**src/rtl/prio_encoder_q_pkg.sv**
```systemverilog
// prio_enc_pkg
// Shared definitions for the registered priority encoder:
//   MODE_FIXED / MODE_RR : encodings of the 'mode' input
//   idx_width(n)         : index width needed to address n request lines
package prio_enc_pkg;

  localparam logic MODE_FIXED = 1'b0;
  localparam logic MODE_RR    = 1'b1;

  function automatic int idx_width(input int n);
    return $clog2(n);
  endfunction

endpackage

```
**src/rtl/prio_encoder_q_rr_pick.sv**
```systemverilog
// rr_pick
// Purely combinational masked priority search. Scans cand starting at ptr,
// moving upwards and wrapping from N-1 back to 0, and reports the first set
// bit. Passing ptr = 0 turns it into a plain lowest-index-wins encoder.
// Ports:
//   cand  in  N  candidate request vector
//   ptr   in  W  index with the highest priority
//   sel   out W  index of the first set bit found in the scan (0 if none)
//   found out 1  cand is non-zero
//   multi out 1  more than one bit of cand is set
module rr_pick
  import prio_enc_pkg::*;
#(
  parameter int N = 8,
  parameter int W = idx_width(N)
) (
  input  logic [N-1:0] cand,
  input  logic [W-1:0] ptr,
  output logic [W-1:0] sel,
  output logic         found,
  output logic         multi
);

  int pos;

  // Walk the N positions in priority order. pos wraps once at N rather than
  // at 2^W so non-power-of-two N never scans a nonexistent line; the pos < N
  // guard also keeps an out-of-range ptr harmless.
  always_comb begin
    sel   = '0;
    found = 1'b0;
    pos   = 0;
    for (int i = 0; i < N; i++) begin
      pos = int'(ptr) + i;
      if (pos >= N) begin
        pos = pos - N;
      end
      if (!found && (pos < N) && cand[pos[W-1:0]]) begin
        found = 1'b1;
        sel   = pos[W-1:0];
      end
    end
  end

  // Clearing the lowest set bit leaves something behind only when at least
  // two bits were set.
  assign multi = |(cand & (cand - N'(1)));

endmodule

```
**src/rtl/prio_encoder_q.sv**
```systemverilog
// prio_encoder_q
// Registered N-to-log2(N) priority encoder with request capture and a
// valid/ready output. Requests are folded into a pending vector so nothing is
// lost while the consumer stalls; one pending request is granted per accepted
// transfer, chosen by fixed priority (lowest index) or round-robin.
// N must be at least 2; it need not be a power of two.
// Ports:
//   clk        in  1  rising-edge clock
//   rst_n      in  1  asynchronous active-low reset
//   req        in  N  level request lines
//   mode       in  1  0 = fixed priority, 1 = round-robin
//   out_ready  in  1  consumer accepts the current output
//   out_valid  out 1  out_idx / out_onehot / out_multi are valid
//   out_idx    out W  binary index of the granted request
//   out_onehot out N  one-hot form of out_idx
//   out_multi  out 1  more than one candidate existed at selection time
//   pending    out N  registered pending vector
//   busy       out 1  registered, high when pending is non-zero
module prio_encoder_q
  import prio_enc_pkg::*;
#(
  parameter int N = 8,
  parameter int W = idx_width(N)
) (
  input  logic         clk,
  input  logic         rst_n,
  input  logic [N-1:0] req,
  input  logic         mode,
  input  logic         out_ready,
  output logic         out_valid,
  output logic [W-1:0] out_idx,
  output logic [N-1:0] out_onehot,
  output logic         out_multi,
  output logic [N-1:0] pending,
  output logic         busy
);

  logic [W-1:0] ptr;
  logic [W-1:0] pick_ptr;
  logic [W-1:0] sel;
  logic [W-1:0] ptr_next;
  logic [N-1:0] cand;
  logic [N-1:0] sel_onehot;
  logic [N-1:0] grant_mask;
  logic [N-1:0] pending_next;
  logic         load;
  logic         found;
  logic         multi;

  // Requests arriving this cycle compete alongside those already captured.
  // The output register reloads whenever it is empty or being drained; this
  // is the only place out_ready reaches combinationally.
  assign cand = pending | req;
  assign load = !out_valid || out_ready;

  // Fixed priority is the round-robin search anchored at index 0, so one
  // search block serves both policies.
  assign pick_ptr = (mode == MODE_RR) ? ptr : '0;

  rr_pick #(
    .N(N),
    .W(W)
  ) u_pick (
    .cand (cand),
    .ptr  (pick_ptr),
    .sel  (sel),
    .found(found),
    .multi(multi)
  );

  // The granted bit is removed from the captured set, including a request
  // for the same index arriving in this cycle; a request still high next
  // cycle re-arms it. During a stall nothing is granted so pending only grows.
  assign sel_onehot   = N'(1) << sel;
  assign grant_mask   = (load && found) ? sel_onehot : '0;
  assign pending_next = cand & ~grant_mask;

  // Round-robin pointer moves just past the winner, wrapping at the last
  // real line rather than at the top of the index range.
  assign ptr_next = (sel == W'(N - 1)) ? '0 : sel + W'(1);

  // State and output registers. Outputs reload only on load, so a stalled
  // output holds every field. The pointer only advances on round-robin grants.
  always_ff @(posedge clk or negedge rst_n) begin
    if (!rst_n) begin
      pending    <= '0;
      busy       <= 1'b0;
      ptr        <= '0;
      out_valid  <= 1'b0;
      out_idx    <= '0;
      out_onehot <= '0;
      out_multi  <= 1'b0;
    end else begin
      pending <= pending_next;
      busy    <= |pending_next;
      if (load) begin
        out_valid  <= found;
        out_idx    <= found ? sel : '0;
        out_onehot <= found ? sel_onehot : '0;
        out_multi  <= found && multi;
        if (found && (mode == MODE_RR)) begin
          ptr <= ptr_next;
        end
      end
    end
  end

endmodule

```
**config.mk**
```make
export PLATFORM = sky130hd
export DESIGN_NAME = prio_encoder_q
export DESIGN_NICKNAME = d
export VERILOG_FILES = /design/src/rtl/prio_encoder_q_pkg.sv /design/src/rtl/prio_encoder_q_rr_pick.sv /design/src/rtl/prio_encoder_q.sv
export SDC_FILE = /design/constraint.sdc
export NUM_CORES = 1
export LEC_CHECK = 0
export CAP_MARGIN = 20
export CORE_ASPECT_RATIO = 1.2
export CORE_MARGIN = 2
export CORE_UTILIZATION = 33
export CTS_CLUSTER_SIZE = 14
export DETAILED_ROUTE_END_ITERATION = 8
export SETUP_SLACK_MARGIN = 0.5
export SLEW_MARGIN = 30
export SYNTH_ARGS = -nofsm -noshare
export SYNTH_HDL_FRONTEND = slang
export SYNTH_SLANG_ARGS = --single-unit
```
**constraint.sdc**
```tcl
create_clock -name clk -period 8.4 [get_ports clk]
set_input_delay 1.26 -clock clk [delete_from_list [all_inputs] [get_ports clk]]
set_output_delay 1.26 -clock clk [all_outputs]
set_load 0.1 [all_outputs]
```
==> summary.md <==
| Metric | Value |
|---|---|
| Status | completed |
| Iteration-0 DRC Markers | 133 |
| Worst VDD drop | 0.218 mV |
| Sw frac | 57.1% |
| Tcrit/Tclk final | 62.1% |
| Detail Route Antenna Nets | 0 |
| Share of power burned in registers | 21.6% |
| Core area | 6370 µm² |
| Clk slew on worst S/H paths | 0.09 ns |
| Final critical path time including I/O delays and setup | 5.21 ns |
| Post-DP Area | 2530 µm² |
| Final hold viol count | 0 |
| Hold crit path type | register to register |
| Sequential area share after synthesis | 29.2% |
| Gate power share | 69.7% |
| Post-CTS Resized | 0 |
| Most frequent cells after synthesis | dfrtp_1, nor2_1, nand2_1 |
| Wire length on met2 | 3110 µm |
| Die Footprint | 7160 µm² |
| RSZ-0062 raised after global routing | false |
| Clock Skew | 0.00418 ns |
| Num CTS Buffers | 3 |
| Yosys warns | 0 |
| Critical Path Sink Type | register |
| Vias in the first global route | 1865 |
| Critical path class | primary input to register |
| Diodes inserted | 0 |
| Initial core utilization | 33.7% |
| CTS Buffer Depth | 2 |
| Number of synthesized flops with an enable pin | 0 |
| Top Layer Used | met4 |
| Routed via count | 1819 |
| Avg Cell Area, Syn | 9.74 µm² |
| I/O pin cnt | 34 |
| Drt pass-1 iters | 4 |
| CTS H-tree lvls | 1 |
| Synth area leader | dfrtp_1 |
| Clock Root Buffer | clkbuf_8 |
| Slew headroom | 34.8% |
| Wirelength, routed | 5900 µm |
| Tightest hold margin | 0.480 ns |
| LEAKAGE | 1.06 nW |
| Seq cells post-synth | 25 |
| GRT Total Usage | 17.4% |
| CTS sink count | 25 |
| Routability congestion estimate | 0.989 |
| DRC | 0 |
| Max Fclk | 192 MHz |
| Via-per-instance ratio | 5.41 |
| Wire length per cell | 17.6 µm |
| Die Width | 77.6 µm |
| Pre-CTS setup slack | 2.95 ns |
| Design Area, Final | 2580 µm² |
| Largest net degree at the start of global routing | 26 |
| Max-slew violations | 0 |
| Int Pwr | 0.355 mW |
| Max_cap viols | 0 |
| Gr ovfl total | 0 |
| Worst reg-to-reg setup slack | 4.33 ns |
| Setup Buffers After CTS | 0 |
| Area growth, synth to finish | 20.2% |
| Synth Instances | 220 |
| Post-synth cell types | 62 |
| DP Wirelength | 4630 µm |
| Psw | 0.472 mW |
| Async S/R FF share, synth | 100% |
| Synth top area share | 29.2% |
| CTS tree | done |
| Top post-synthesis cells by area | dfrtp_1, mux4_2, mux2i_1, ha_1, o21ai_0 |
| Sum Neg Setup Slack | 0 ns |
| Final setup fails | 0 |
| Req. time, crit path | 8.55 ns |
| Syn Std Cell Area | 2140 µm² |
| Share of layout cells above drive strength 1 | 15.1% |
| Syn nets | 239 |
| Initial antenna violation count | 0 |
| Data arrival, critical path | 5.36 ns |
| Height of the chip | 92.3 µm |
| Final core occ | 40.5% |
| Routed length on met3 | 160 µm |
| Primary FF master, synth | dfrtp_1 |
| P per Cell Area | 321 nW/µm² |
| Clock power frac | 8.7% |
| Fillcell total | 614 |
| Rows | 32 |
| Slew @ Worst Pin | 0.975 ns |
| # port buffers | 33 |
| Final worst setup slack | 3.19 ns |
| Most numerous cell in the Yosys netlist | dfrtp_1 |
| Clk_lat worst skew | 0.27 ns |
| CP Max Fanout | 22 |
| First-pass GRT wire length | 9800 µm |
| Startpoint Class | primary input |
| Cts hold-fix bufs | 0 |
| Final net count | 271 |
| Routed met1 length | 2480 µm |
==> logic make-up after synthesis <==
logic type | synth area share, %
compound gates | 22.2
xor+xnor | 1.63
mux | 18.4
simple gates | 19.1
fa+ha+maj | 4.55
flops | 29.2
buf+inv | 4.84
==> metal layers <==
metal / vias up / GRT usage, %
met5: - / 0
met3: 12 / 1.28
met2: 51 / 31.4
li1: 888 / -
met4: 0 / 6.70
met1: 868 / 21.4
==> cell type report <==
class	count	area, µm²	share of cell area (%)
clock buffer	4	45.0	1.75
inverter	10	37.5	1.46
multi-input combinational	177	1420	55.0
timing repair buffer	35	345	13.4
sequential	25	626	24.3
tap	85	106	4.13
==> stage by stage <==
step                      total power, mW  std cells
after CTS                           0.831        336
final                               0.828        336
after global routing                0.871        336
after floorplan                     0.626        220
after global placement              0.762        332
after detailed placement            0.756        332
==> power by group through the flow <==
stage                     combinational [mW]  clock [mW]  sequential, mW
after global placement                 0.580           0           0.182
final                                  0.577      0.0719           0.179
after floorplan                        0.247           0           0.379
after CTS                              0.577      0.0745           0.179
after global routing                   0.610      0.0772           0.184
after detailed placement               0.575           0           0.182
==> registers in the layout, summed over array words and instances (netlist names) <==
signal / flops
busy: 1
out_idx: 3
out_multi: 1
out_onehot: 8
out_valid: 1
pending: 8
ptr: 3
==> worst paths after layout <==
kind,depth (start not counted),to,startpoint
min in group asynchronous,2,pending[1]$_DFF_PN0_,rst_n
hold / removal,1,out_onehot[2]$_DFFE_PN0P_,out_onehot[2]$_DFFE_PN0P_
hold reg to reg,1,out_onehot[2]$_DFFE_PN0P_,out_onehot[2]$_DFFE_PN0P_
max in group asynchronous,2,pending[0]$_DFF_PN0_,rst_n
setup / recovery,15,busy$_DFF_PN0_,mode
setup reg to reg,15,busy$_DFF_PN0_,pending[5]$_DFF_PN0_
==> critical path: stages <==
cell	delay, ns
clkdlybuf4s50_1	0.68
nand2_4	0.26
ha_1	0.32
xnor2_1	0.28
mux4_2	0.62
nand3b_1	0.15
or4b_1	0.48
o21ai_1	0.18
nand2_2	0.14
inv_1	0.11
ha_1	0.25
o21ai_0	0.13
nor4_1	0.26
o2bb2a_4	0.16
nand4_1	0.08
==> placed cells by master, fill, tap and decap left out, drive strengths merged, types with 2 or more instances in the layout <==
| master | synthesis | routed |
|---|---|---|
| nand2 | 20 | 20 |
| clkdlybuf4s50 | 0 | 33 |
| nor2 | 20 | 20 |
| nor3 | 5 | 5 |
| clkbuf | 3 | 4 |
| ha | 7 | 7 |
| o2111ai | 2 | 2 |
| o21ai | 17 | 17 |
| nand4 | 2 | 2 |
| nor4 | 2 | 2 |
| mux2i | 15 | 15 |
| a21oi | 12 | 12 |
| nand2b | 3 | 3 |
| xnor2 | 3 | 3 |
| mux4 | 8 | 8 |
| dfrtp | 25 | 25 |
| mux2 | 4 | 4 |
| o2bb2ai | 2 | 2 |
| a22o | 5 | 5 |
| buf | 5 | 2 |
| o211ai | 5 | 5 |
| a21o | 7 | 7 |
| or2 | 7 | 7 |
| nand3 | 6 | 6 |
| inv | 9 | 9 |
| a31oi | 3 | 3 |
| a2bb2oi | 2 | 2 |
No activity file was read; power rests on OpenSTA's default activity.
